### src/rtl/riscv_alu_pkg.sv
// Shared definitions for the riscv_alu block and its built-in self-test:
// ALU opcode encoding, the self-test vector record and the vector count.
package riscv_alu_pkg;

    typedef enum logic [3:0] {
        ALU_ADD  = 4'h0,
        ALU_SUB  = 4'h1,
        ALU_AND  = 4'h2,
        ALU_OR   = 4'h3,
        ALU_XOR  = 4'h4,
        ALU_SLL  = 4'h5,
        ALU_SRL  = 4'h6,
        ALU_SRA  = 4'h7,
        ALU_SLT  = 4'h8,
        ALU_SLTU = 4'h9,
        ALU_MUL  = 4'hA,
        ALU_MAC  = 4'hB
    } alu_op_e;

    typedef struct packed {
        alu_op_e     op;
        logic [31:0] a;
        logic [31:0] b;
        logic [31:0] expected;
        logic        ovf_exp;
        logic        ovf_care;
    } alu_vec_t;

    localparam int unsigned ALU_BIST_NUM_VEC = 21;

    function automatic alu_vec_t mk_vec(input alu_op_e     op,
                                        input logic [31:0] a,
                                        input logic [31:0] b,
                                        input logic [31:0] expected,
                                        input logic        ovf_exp,
                                        input logic        ovf_care);
        alu_vec_t v;
        v.op       = op;
        v.a        = a;
        v.b        = b;
        v.expected = expected;
        v.ovf_exp  = ovf_exp;
        v.ovf_care = ovf_care;
        return v;
    endfunction

endpackage

### src/rtl/riscv_alu_bist_rom.sv
// Fixed self-test vector table for riscv_alu, indexed combinationally.
module riscv_alu_bist_rom
    import riscv_alu_pkg::*;
(
    input  logic [4:0] idx,
    output alu_vec_t   vec
);

    // Table lookup; out-of-range indices return an all-zero ADD vector.
    always_comb begin
        vec = '0;
        case (idx)
            5'd0:  vec = mk_vec(ALU_ADD,  32'h00000005, 32'h00000003, 32'h00000008, 1'b0, 1'b1);
            5'd1:  vec = mk_vec(ALU_ADD,  32'h00000000, 32'h00000000, 32'h00000000, 1'b0, 1'b1);
            5'd2:  vec = mk_vec(ALU_ADD,  32'hFFFFFFFF, 32'h00000001, 32'h00000000, 1'b0, 1'b1);
            5'd3:  vec = mk_vec(ALU_ADD,  32'h7FFFFFFF, 32'h00000001, 32'h80000000, 1'b1, 1'b1);
            5'd4:  vec = mk_vec(ALU_SUB,  32'h00000008, 32'h00000003, 32'h00000005, 1'b0, 1'b1);
            5'd5:  vec = mk_vec(ALU_SUB,  32'h00000005, 32'h00000005, 32'h00000000, 1'b0, 1'b1);
            5'd6:  vec = mk_vec(ALU_SUB,  32'h00000000, 32'h00000001, 32'hFFFFFFFF, 1'b0, 1'b1);
            5'd7:  vec = mk_vec(ALU_AND,  32'hFF00FF00, 32'h0F0F0F0F, 32'h0F000F00, 1'b0, 1'b0);
            5'd8:  vec = mk_vec(ALU_OR,   32'hFF00FF00, 32'h0F0F0F0F, 32'hFF0FFF0F, 1'b0, 1'b0);
            5'd9:  vec = mk_vec(ALU_XOR,  32'hFFFFFFFF, 32'hAAAAAAAA, 32'h55555555, 1'b0, 1'b0);
            5'd10: vec = mk_vec(ALU_SLL,  32'h00000001, 32'h00000001, 32'h00000002, 1'b0, 1'b0);
            5'd11: vec = mk_vec(ALU_SLL,  32'h0000000F, 32'h00000004, 32'h000000F0, 1'b0, 1'b0);
            5'd12: vec = mk_vec(ALU_SRL,  32'h80000000, 32'h00000001, 32'h40000000, 1'b0, 1'b0);
            5'd13: vec = mk_vec(ALU_SRA,  32'hF0000000, 32'h00000004, 32'hFF000000, 1'b0, 1'b0);
            5'd14: vec = mk_vec(ALU_SLT,  32'hFFFFFFFF, 32'h00000001, 32'h00000001, 1'b0, 1'b0);
            5'd15: vec = mk_vec(ALU_SLT,  32'h00000005, 32'h00000003, 32'h00000000, 1'b0, 1'b0);
            5'd16: vec = mk_vec(ALU_SLTU, 32'h00000001, 32'hFFFFFFFF, 32'h00000001, 1'b0, 1'b0);
            5'd17: vec = mk_vec(ALU_SLTU, 32'hFFFFFFFF, 32'h00000001, 32'h00000000, 1'b0, 1'b0);
            5'd18: vec = mk_vec(ALU_MUL,  32'h00000003, 32'h00000004, 32'h0000000C, 1'b0, 1'b0);
            5'd19: vec = mk_vec(ALU_MUL,  32'h12345678, 32'h00000000, 32'h00000000, 1'b0, 1'b0);
            5'd20: vec = mk_vec(ALU_MUL,  32'hABCDEF01, 32'h00000001, 32'hABCDEF01, 1'b0, 1'b0);
            default: vec = mk_vec(ALU_ADD, '0, '0, '0, 1'b0, 1'b0);
        endcase
    end

endmodule

### src/rtl/riscv_alu_bist.sv
// Built-in self-test controller for riscv_alu. Issues the fixed vector table
// one request at a time, waits (bounded) for each result and accumulates
// pass/fail statistics. Optional macro ALU_BIST_FLAG_CHECK_EN additionally
// checks the zero and overflow flags returned by the ALU.
module riscv_alu_bist
    import riscv_alu_pkg::*;
#(
    parameter int unsigned WIDTH   = 32,
    parameter int unsigned TIMEOUT = 15
) (
    input  logic             clk,
    input  logic             rst_n,
    input  logic             start,
    output logic             busy,
    output logic             done,
    output logic             pass,
    output logic [7:0]       pass_count,
    output logic [7:0]       fail_count,
    output logic [7:0]       first_fail_idx,
    output logic             timeout_err,
    output logic             alu_valid_in,
    output logic [3:0]       alu_op,
    output logic [WIDTH-1:0] alu_operand_a,
    output logic [WIDTH-1:0] alu_operand_b,
    input  logic             alu_valid_out,
    input  logic [WIDTH-1:0] alu_result,
    input  logic             alu_overflow,
    input  logic             alu_zero
);

    typedef enum logic [2:0] {
        S_IDLE,
        S_ISSUE,
        S_WAIT,
        S_CHECK,
        S_DONE
    } state_e;

    state_e     state;
    state_e     state_next;
    logic [4:0] idx;
    logic [7:0] wait_cnt;
    logic       vec_ok;
    logic       resp_ok;
    logic       last_vec;
    logic       wait_expired;
    alu_vec_t   vec;

    riscv_alu_bist_rom u_rom (
        .idx (idx),
        .vec (vec)
    );

    assign last_vec     = (idx == 5'(ALU_BIST_NUM_VEC - 1));
    assign wait_expired = (wait_cnt == 8'(TIMEOUT - 1));

    // Strict 4-state compare so an X/Z result can never be scored as a pass.
`ifdef ALU_BIST_FLAG_CHECK_EN
    assign resp_ok = (alu_result === WIDTH'(vec.expected))
                  && (alu_zero === (vec.expected == '0))
                  && (!vec.ovf_care || (alu_overflow === vec.ovf_exp));
`else
    logic unused_flags;
    assign unused_flags = ^{alu_zero, alu_overflow, vec.ovf_exp, vec.ovf_care};
    assign resp_ok = (alu_result === WIDTH'(vec.expected));
`endif

    // State register.
    always_ff @(posedge clk) begin
        if (!rst_n) state <= S_IDLE;
        else        state <= state_next;
    end

    // Next-state logic; start is only honoured in IDLE and DONE.
    always_comb begin
        state_next = state;
        case (state)
            S_IDLE, S_DONE: if (start) state_next = S_ISSUE;
            S_ISSUE:        state_next = S_WAIT;
            S_WAIT:         if (alu_valid_out || wait_expired) state_next = S_CHECK;
            S_CHECK:        state_next = last_vec ? S_DONE : S_ISSUE;
            default:        state_next = S_IDLE;
        endcase
    end

    // Status and ALU request outputs; request fields are zero unless issuing.
    always_comb begin
        busy          = 1'b0;
        done          = 1'b0;
        alu_valid_in  = 1'b0;
        alu_op        = '0;
        alu_operand_a = '0;
        alu_operand_b = '0;
        case (state)
            S_ISSUE: begin
                busy          = 1'b1;
                alu_valid_in  = 1'b1;
                alu_op        = vec.op;
                alu_operand_a = WIDTH'(vec.a);
                alu_operand_b = WIDTH'(vec.b);
            end
            S_WAIT, S_CHECK: busy = 1'b1;
            S_DONE:          done = 1'b1;
            default: ;
        endcase
    end

    assign pass = done && (fail_count == '0);

    // Vector index, wait timer, result capture and saturating statistics.
    always_ff @(posedge clk) begin
        if (!rst_n) begin
            idx            <= '0;
            wait_cnt       <= '0;
            vec_ok         <= 1'b0;
            pass_count     <= '0;
            fail_count     <= '0;
            first_fail_idx <= '1;
            timeout_err    <= 1'b0;
        end else begin
            case (state)
                S_IDLE, S_DONE: begin
                    if (start) begin
                        idx            <= '0;
                        pass_count     <= '0;
                        fail_count     <= '0;
                        first_fail_idx <= '1;
                        timeout_err    <= 1'b0;
                    end
                end
                S_ISSUE: begin
                    wait_cnt <= '0;
                    vec_ok   <= 1'b0;
                end
                S_WAIT: begin
                    wait_cnt <= wait_cnt + 8'd1;
                    if (alu_valid_out) begin
                        vec_ok <= resp_ok;
                    end else if (wait_expired) begin
                        vec_ok      <= 1'b0;
                        timeout_err <= 1'b1;
                    end
                end
                S_CHECK: begin
                    if (vec_ok) begin
                        if (pass_count != '1) pass_count <= pass_count + 8'd1;
                    end else begin
                        if (fail_count != '1) fail_count <= fail_count + 8'd1;
                        if (first_fail_idx == '1) first_fail_idx <= 8'(idx);
                    end
                    if (!last_vec) idx <= idx + 5'd1;
                end
                default: ;
            endcase
        end
    end

endmodule
### config.mk
export PLATFORM = sky130hd
export DESIGN_NAME = riscv_alu_bist
export DESIGN_NICKNAME = d
export VERILOG_FILES = /design/src/rtl/riscv_alu_pkg.sv /design/src/rtl/riscv_alu_bist_rom.sv /design/src/rtl/riscv_alu_bist.sv
export SDC_FILE = /design/constraint.sdc
export NUM_CORES = 1
export LEC_CHECK = 0
export BUFFER_PORTS_ARGS = -buffer_cell sky130_fd_sc_hd__buf_2
export CORE_MARGIN = 2
export CORE_UTILIZATION = 40
export CTS_BUF_LIST = sky130_fd_sc_hd__clkbuf_8
export CTS_CLUSTER_DIAMETER = 200
export DETAILED_ROUTE_END_ITERATION = 6
export GPL_ROUTABILITY_DRIVEN = 0
export MAX_ROUTING_LAYER = met4
export PLACE_DENSITY = 0.75
export SLEW_MARGIN = 0
export SYNTH_ARGS = -nofsm -noshare
export SYNTH_HDL_FRONTEND = slang
export SYNTH_HIERARCHICAL = 1
export SYNTH_SLANG_ARGS = --single-unit
### constraint.sdc
create_clock -name clk -period 3.24 [get_ports clk]
set_input_delay 0.486 -clock clk [delete_from_list [all_inputs] [get_ports clk]]
set_output_delay 0.486 -clock clk [all_outputs]
set_load 0.1 [all_outputs]
==> reports/summary.txt <==
Die Area = 12100 sq um
Wirelength, routed = 11900 microns
Clock skew = 6.64 ps
RSZ-0062 raised after global routing = no
Die Width = 110 microns
Startpoint types = flip-flop
CTS tree = yes
Vias in the first global route = 4025
CTS root buf = clkbuf_8
Commonest non-fill, non-tap cell in the layout = and2_1
H-tree depth = 2
Vias per cell = 5.54
Critical path buffers and inverters = 3
Number of CTS-inserted buffers = 5
Die Ht = 110 microns
Max frequency = 340 MHz
PnR worst setup slack = 299 ps
Initial antenna violation count = 0
DRC violations left = 0
Outcome = complete, no violations
Grt ovf = 0
Slowest stage delay, CP = 500 ps
Syn nets = 661
DR pass1 iterations = 5
Maximum vdd ir drop = 269 uV
Max-slew headroom = 49.1%
Post-CTS setup buffer count = 0
Number of I/O port buffers = 132
Syn Area/Cell = 7.40 sq um
Final Hold Viols = 0
PostCTS Resize Cnt = 0
Share of cells above drive strength 1 = 25.9%
Final nets = 715
Starting Density = 41.2%
Post-route ant nets = 0
CP max-delay cell = mux4_2
Post-layout power = 1.60 mW
CTS sink cnt = 40
Final instance area = 5950 sq um
Most frequent cells in the layout = and2_1, buf_12, buf_2
HPWL after DPL = 8950 microns
WL per Instance = 14.8 microns
Top cell family by delay on the critical path = buffers and inverters
Mapped Area = 4510 sq um
Post-layout min period = 2940 ps
Layout area overhead = 32.1%
Period utilization = 90.8%
DP Area = 5840 sq um
Static leakage = 2.56 nW
Fillers = 987
Pre-CTS setup slack = 640 ps
Slew Limit Fails = 0
# rows = 38
Via count = 4451
Synth warn = 6
Global-route wire length before repair = 19300 microns
Critical path cell sequence = buf_4 -> ha_1 -> inv_1 -> mux4_2 -> o21ai_1 -> and2_1 -> buf_12
Final setup vio count = 0
Crit. End Element = output pin
Worst-Margin Slew = 758 ps
Core area = 10900 sq um
CP Class = reg -> out
Tot GR Track Use = 20.3%
Critical Path RT = 2750 ps
Crit path DAT = 2460 ps
Clk buf depth = 2
DR iter-0 viols = 482
Worst-skew pair later-pin latency = 300 ps
Hold Crit Class = reg -> reg
CP max FO = 21
Max-Cap Viols = 0
Num ports = 135
Clock slew at reported path FFs = 80 ps
Power density over the cells = 269 nW/um^2
Largest net degree at the start of global routing = 71
Hold Buf Count CTS = 0
Ant diodes = 0
Cells after Synth = 609
Setup TNS = 0 ps
-- final timing paths --
path	slack, ps	cells after the start	from	to
max reg2reg	660	9	idx[1]$_SDFFE_PN0P_	vec_ok$_SDFFE_PN0P_
max	300	7	idx[1]$_SDFFE_PN0P_	alu_operand_a[31]
min	470	2	timeout_err$_SDFFE_PN0P_	timeout_err$_SDFFE_PN0P_
min reg2reg	470	2	timeout_err$_SDFFE_PN0P_	timeout_err$_SDFFE_PN0P_
-- power breakdown --
group / switching (mW) / total (mW) / internal, mW
clock: 0.181 / 0.407 / 0.226
sequential: 0.0321 / 0.542 / 0.510
combinational: 0.471 / 0.652 / 0.181
-- sequential cells by signal (all words and copies together) (netlist names) --
register / count
fail_count: 8
pass_count: 8
wait_cnt: 8
first_fail_idx: 6
idx: 5
state: 3
timeout_err: 1
vec_ok: 1
-- per-stage QoR --
stage	hold slack (ps)	utilization, %	std cells
2_1_floorplan	465	-	609
4_1_cts	476	54.4	804
5_1_grt	486	54.4	804
3_3_place_gp	448	53.4	796
6_report	470	54.4	804
3_5_place_dp	458	53.4	796
-- routing by layer --
metal  part of all wire, %  GRT usage [%]  routed length [microns]  vias up
met1                    45           27.0                     5330     2072
li1                      -              -                        -     2188
met2                    47           31.6                     5570      173
met5                     0              -                        0        -
met4                   1.6           4.82                      186        0
met3                   7.1           4.00                      850       18
-- worst register-to-register path, cell delays in order, from the launching register on --
cell      delay, ps
dfxtp_1         340
buf_4           260
ha_1            460
nand2b_1        150
a21o_1          250
o21ai_1         230
xor2_1          120
nor4_1          370
nand4_1         140
o31ai_1         190
-- area by class of cell --
type	instances	area, sq um	share of cell area (%)
Multi-Input combinational cell	452	2980	50.1
Clock inverter	3	38.8	0.652
Sequential cell	40	801	13.5
Timing Repair Buffer	144	1810	30.4
Tap cell	140	175	2.94
Inverter	20	75.1	1.26
Clock buffer	5	68.8	1.16
Note: power is estimated with default switching activity, not from simulation.
